$ cat config.mk
export PLATFORM = sky130hd
export DESIGN_NAME = pattern_detect_fsm
export DESIGN_NICKNAME = d
export VERILOG_FILES = /design/src/rtl/pattern_detect_fsm.sv
export SDC_FILE = /design/constraint.sdc
export NUM_CORES = 1
export LEC_CHECK = 0
export BUFFER_PORTS_ARGS = -buffer_cell sky130_fd_sc_hd__buf_4
export CORE_ASPECT_RATIO = 1.5
export CORE_MARGIN = 3
export CORE_UTILIZATION = 25
export DETAILED_ROUTE_END_ITERATION = 7
export HOLD_SLACK_MARGIN = 0.05
export PLACE_DENSITY = 0.49
export SYNTH_ARGS = -nofsm -noshare
export SYNTH_HDL_FRONTEND = slang
export SYNTH_SLANG_ARGS = --single-unit
$ cat constraint.sdc
create_clock -name clk -period 1.5 [get_ports clk]
set_clock_uncertainty 0.05 [all_clocks]
set_input_delay 0.225 -clock clk [delete_from_list [all_inputs] [get_ports clk]]
set_output_delay 0.225 -clock clk [all_outputs]
set_load 0.02 [all_outputs]
$ cat src/rtl/pattern_detect_fsm.sv
// Serial pattern detector: Mealy match pulse, sticky lockout state and an optional
// saturating match counter (built only when PATDET_MATCH_COUNT_EN is defined).
module pattern_detect_fsm #(
    parameter int unsigned      PAT_W    = 4,
    parameter logic [PAT_W-1:0] PAT      = PAT_W'(4'b1011),
    parameter logic [PAT_W-1:0] LOCK_PAT = PAT_W'(4'b1111),
    parameter bit               OVERLAP  = 1'b1,
    parameter int unsigned      CNT_W    = 8
) (
    input  logic             clk,
    input  logic             rst_n,
    input  logic             x,
    input  logic             in_vld,
    input  logic             clr,
    output logic             z,
    output logic             locked,
    output logic [CNT_W-1:0] match_cnt
);

    localparam int unsigned HIST_W = PAT_W - 1;
    localparam int unsigned FILL_W = $clog2(PAT_W);

    typedef enum logic [1:0] {
        ST_FILL   = 2'd0,
        ST_RUN    = 2'd1,
        ST_LOCKED = 2'd2
    } state_e;

    state_e              state_q, state_d;
    logic [HIST_W-1:0]   hist_q, hist_d;
    logic [FILL_W-1:0]   fill_q, fill_d;
    logic                locked_q, locked_d;
    logic [PAT_W-1:0]    window;
    logic                hit;

    assign window = {hist_q, x};

    // Next-state, history and fill update; hit is the same-cycle match strobe.
    always_comb begin
        state_d = state_q;
        hist_d  = hist_q;
        fill_d  = fill_q;
        hit     = 1'b0;
        if (clr) begin
            state_d = ST_FILL;
            hist_d  = '0;
            fill_d  = '0;
        end else begin
            case (state_q)
                ST_FILL: begin
                    if (in_vld) begin
                        hist_d = window[HIST_W-1:0];
                        fill_d = fill_q + FILL_W'(1);
                        if ((fill_q + FILL_W'(1)) == FILL_W'(HIST_W)) begin
                            state_d = ST_RUN;
                        end
                    end
                end
                ST_RUN: begin
                    if (in_vld) begin
                        if (window == PAT) begin
                            hit = 1'b1;
                            if (OVERLAP) begin
                                hist_d = window[HIST_W-1:0];
                            end else begin
                                hist_d  = '0;
                                fill_d  = '0;
                                state_d = ST_FILL;
                            end
                        end else if (window == LOCK_PAT) begin
                            state_d = ST_LOCKED;
                        end else begin
                            hist_d = window[HIST_W-1:0];
                        end
                    end
                end
                ST_LOCKED: begin
                    state_d = ST_LOCKED;
                end
                default: begin
                    state_d = ST_FILL;
                    hist_d  = '0;
                    fill_d  = '0;
                end
            endcase
        end
        locked_d = (state_d == ST_LOCKED);
    end

    always_ff @(posedge clk or negedge rst_n) begin
        if (!rst_n) begin
            state_q  <= ST_FILL;
            hist_q   <= '0;
            fill_q   <= '0;
            locked_q <= 1'b0;
        end else begin
            state_q  <= state_d;
            hist_q   <= hist_d;
            fill_q   <= fill_d;
            locked_q <= locked_d;
        end
    end

    assign z      = hit;
    assign locked = locked_q;

`ifdef PATDET_MATCH_COUNT_EN
    logic [CNT_W-1:0] cnt_q, cnt_d;

    // Saturating match counter; hit is already suppressed by clr.
    always_comb begin
        cnt_d = cnt_q;
        if (clr) begin
            cnt_d = '0;
        end else if (hit && (cnt_q != {CNT_W{1'b1}})) begin
            cnt_d = cnt_q + CNT_W'(1);
        end
    end

    always_ff @(posedge clk or negedge rst_n) begin
        if (!rst_n) begin
            cnt_q <= '0;
        end else begin
            cnt_q <= cnt_d;
        end
    end

    assign match_cnt = cnt_q;
`else
    assign match_cnt = '0;
`endif

endmodule

After elaboration in Yosys (flattened, before gate mapping)
Index checks and enable logic that the tools add are counted.
{"block": "totals", "register_bits": 8, "inputBits": 5, "out_inout_bits": 10, "wordCells": 40}
{"block": "classes", "n_addsub": 1, "eq_ne": 11, "muxes": 20, "reduce_logical": 4}
{"operator": "2-bit 2-to-1 mux", "n": 8}
{"operator": "3-bit 2-to-1 mux", "n": 5}
{"operator": "3-bit case mux with 3 select lines", "n": 1}
{"operator": "4-bit equality test (second input constant)", "n": 2}
{"operator": "2-bit equality test (second input constant)", "n": 3}
{"operator": "3-bit inequality test (second input constant)", "n": 2}
{"operator": "2-bit case mux with 3 select lines", "n": 1}
{"operator": "1-bit 2-to-1 mux", "n": 4}
{"operator": "4-bit inequality test (second input constant)", "n": 1}
{"operator": "2-bit case mux with 2 select lines", "n": 1}
{"operator": "4-bit AND reduction", "n": 1}
{"operator": "2-bit by 1-bit adder with 2-bit output (second input constant)", "n": 1}
{"operator": "2-bit by 1-bit equality test with 1-bit output (second input constant)", "n": 1}
{"operator": "2-bit logical NOT", "n": 1}
{"operator": "2-bit by 1-bit inequality test with 1-bit output (second input constant)", "n": 1}
{"operator": "2-bit inequality test (second input constant)", "n": 1}
{"operator": "2-bit AND reduction", "n": 1}
{"operator": "2-bit OR reduction", "n": 1}

Depth between registers and ports, before layout
{"block": "depth", "depth_word": 7, "ltp_mapped": 7, "depth_no_buf": 6}

Worst setup path after synthesis
Ideal clock, no wire load.
{"block": "synth_timing", "path_kind": "register to register", "start": "register state_q[0]", "end": "register hist_q[0]", "setup_ns": 0.079, "arrival_time_ns": 1.481, "required_ns": 1.371, "slack_ns": -0.111, "path_stages_with_launch": 8, "n_path_buf": 1, "synth_period_minus_slack_ns": 1.611, "cell_sequence": "dfrtp_1 -> inv_1 -> ha_1 -> buf_4 -> nor2_2 -> nor2_1 -> a311oi_2 -> mux2i_1"}
{"block": "synth_via", "elab_chain_cells": 3, "elab_cells_between_ends": 10, "cone_classes": "eq/ne: 6; mux: 2; reduce/logical: 2"}
{"item": "from (decl)", "line_no": "29", "rtl": "state_e state_q, state_d;"}
{"item": "from (signal assigned)", "line_no": "97", "rtl": "state_q <= state_d;"}
{"item": "2-bit by 1-bit equality test with 1-bit output (tied with other cells)", "line_no": "49", "rtl": "case (state_q)"}
{"item": "4-bit inequality test (no line) (tied with other cells)"}
{"item": "4-bit AND reduction (no line) or 3-bit 2-to-1 mux (tied branches)"}
{"item": "to (signal assigned)", "line_no": "98", "rtl": "hist_q <= hist_d;"}
{"item": "to (decl)", "line_no": "30", "rtl": "logic [HIST_W-1:0] hist_q, hist_d;"}
Parallel ways exist; a longest one is shown, timed or not.
A chain may end at the register's enable or synchronous reset.

Final worst setup path
{"block": "layout_timing", "start": "register state_q[1]", "end": "output port z"}
{"block": "layout_via", "elab_chain_cells": 3}
{"item": "2-bit by 1-bit equality test with 1-bit output", "line_no": "49"}
{"item": "1-bit 2-to-1 mux", "line_no": "49"}
{"item": "1-bit 2-to-1 mux", "line_no": "44", "rtl": "if (clr) begin"}
{"item": "to (decl)", "line_no": "15", "rtl": "output logic z,"}
Every way passes these cells.

==> impl_metrics.toml <==
[floorplan]
die_y_microns = 66.5
pin_count = 15
rows = 21
design.die.area_sq_mm = 0.00308
chipWidth_microns = 46.3
core-area_sq_mm = 0.00229
initial_core_util_pct = 26.7

[setup_path]
cp-start-kind = "flop"
cp.required_ps = 1220
endpoint_kind = "output port"
crit_fanout = 5
critical_path_class = "reg -> out"
crit_arrival_ps = 1220

[global_routing]
grt_pass1_wl_mm = 2.03
grt_max_degree = 10
grt_overflow = 0
grt_antenna_before_repair = 0
grt_util_all_layers_pct = 9.27
grt_pass1_vias = 489

[layout]
final_area_sq_um = 776
final_cell_mix = "13 x buf_4, 8 x conb_1, 6 x dfrtp_1"
antenna-diode-count = 0
area_delta_synth_final_pct = 27.3
nets = 90
final_common_cell = "buf_4"
drive_gt1_share_pct = 42.3
fin_util_pct = 33.9

[job]
drv_cap = 0

[sta]
hold_viol_final = 0
fmax_ghz = 0.668
fin_crit_ps = 1500
slew_violations = 0
setup_viol = 0
setup_slack_ps = 3.36
rsz0062_at_grt = "true"
min_period_over_period_pct = 99.8

[hold_path]
hold_path_class = "in -> reg"

[logic_synthesis]
synthFlopType = "dfrtp_1"
avgSynthCellArea_sq_um = 9.67
synth_edf_count = 0
synth_cell_types = 29
ys_seq_area_share_pct = 32.9
synthesis.area_sq_um = 609
async_reset_ff_share_pct = 100
syn_inst = 63
synth-seq-cells = 8
ys_warn_count = 0

[detailed_routing]
vias_per_cell = 4.71
ant_nets = 0
drt_wl_total_mm = 1.15
vias = 476
drt-wirelength-per-cell_microns = 11.4
drc = 0
first_iter_violations = 5
dr.pass1.iters = 2

[status]
status = "finished, final reports clean"

[clocking]
clock_path_buffers = 2
clock_latency_ps = 250
htree_levels = 1
cts_made_buffers = 3
clock_sinks = 8
root_buffer = "clkbuf_4"
cts.clk_slew.worst_paths_ps = 50
cts_tree = "built"

[place]
hpwl_microns = 951
post_dp_cell_area_sq_um = 682
port_buffers = 6
place_ws_ps = -50.0
globalplace.congestion = 0.685

[power]
leakage_uw = 0.000349
ir_drop_mv = 0.410
pwr_density_cell_mw_per_mm2 = 661
worst paths after layout:
check / startpoint / cells after the start / slack (ps) / end
setup / recovery: state_q[1]$_DFF_PN0_ / 4 / 3 / z
hold / removal: clr / 2 / 160 / fill_q[0]$_DFFE_PN0P_
setup reg to reg: state_q[0]$_DFF_PN0_ / 6 / 20 / hist_q[0]$_DFFE_PN0P_
hold reg to reg: fill_q[0]$_DFFE_PN0P_ / 2 / 500 / fill_q[0]$_DFFE_PN0P_
max in group asynchronous: rst_n / 2 / 990 / state_q[0]$_DFF_PN0_
min in group asynchronous: rst_n / 2 / 270 / hist_q[0]$_DFFE_PN0P_
area by class of cell:
type	count	area [sq um]
clock buffers	3	22.5
fillers	235	1510
inverters	4	17.5
multi-input cells	48	385
flip-flops and latches	8	203
well taps	23	28.8
repair buffers	15	119
through the flow:
stage	TNS [ps]	total power, uW	hold slack, ps	instances
after floorplan	-14.3	328	-121	70
after global placement	0	343	0.442	94
after detailed placement	-76.7	345	0.516	94
after CTS	-21.9	515	159	98
after global routing	-242	547	157	101
final	0	513	158	101
registers in the layout (all words and copies together), names as in the netlist:
signal   flops
fill_q       2
hist_q       3
locked       1
state_q      2
what timing repair did:
action,4_1_cts,5_1_grt
setup endpoints to repair,5,5
gates resized for setup,7,3
hold endpoints to repair,8,0
pin swaps,1,2
setup buffers,0,3
hold buffers,1,0
cell usage after synthesis, drive strengths merged (2+ instances only):
master	count	share of area (%)
nand2	4	2.9
buf	10	12
a21oi	2	1.6
mux2i	3	4.9
ha	5	10
nor2	7	4.7
nand2b	2	2.1
and3	2	2.9
inv	4	2.5
dfrtp	8	33
a311oi	2	3.9
worst max-delay path: stages, from the launching register on:
cell and delay (ps):
dfrtp_1 380, inv_2 110, ha_4 190, and3_4 180
buf_6 110
routing by layer:
layer  up-vias  GRT usage, %  share of wire, %
li1        229             -                 -
met1       231          9.63                35
met2        11          15.9                59
met3         5          1.62               3.5
met4         0          6.41               2.5
met5         -             0                 0
logic make-up after synthesis:
family                   share of synthesized area [%]
buffers and inverters                             14.8
flip-flops                                        32.9
adder cells (fa/ha/maj)                           10.3
AO/OA/AOI/OAI                                     12.5
multiplexers                                      6.78
AND/OR/NAND/NOR                                   22.2
other                                            0.615
power by group:
group	internal (uW)	switching, uW
sequential	226	9.63
combinational	53.2	64.4
clock	91.2	68.1
total	371	142
(Power assumes the default switching activity.)
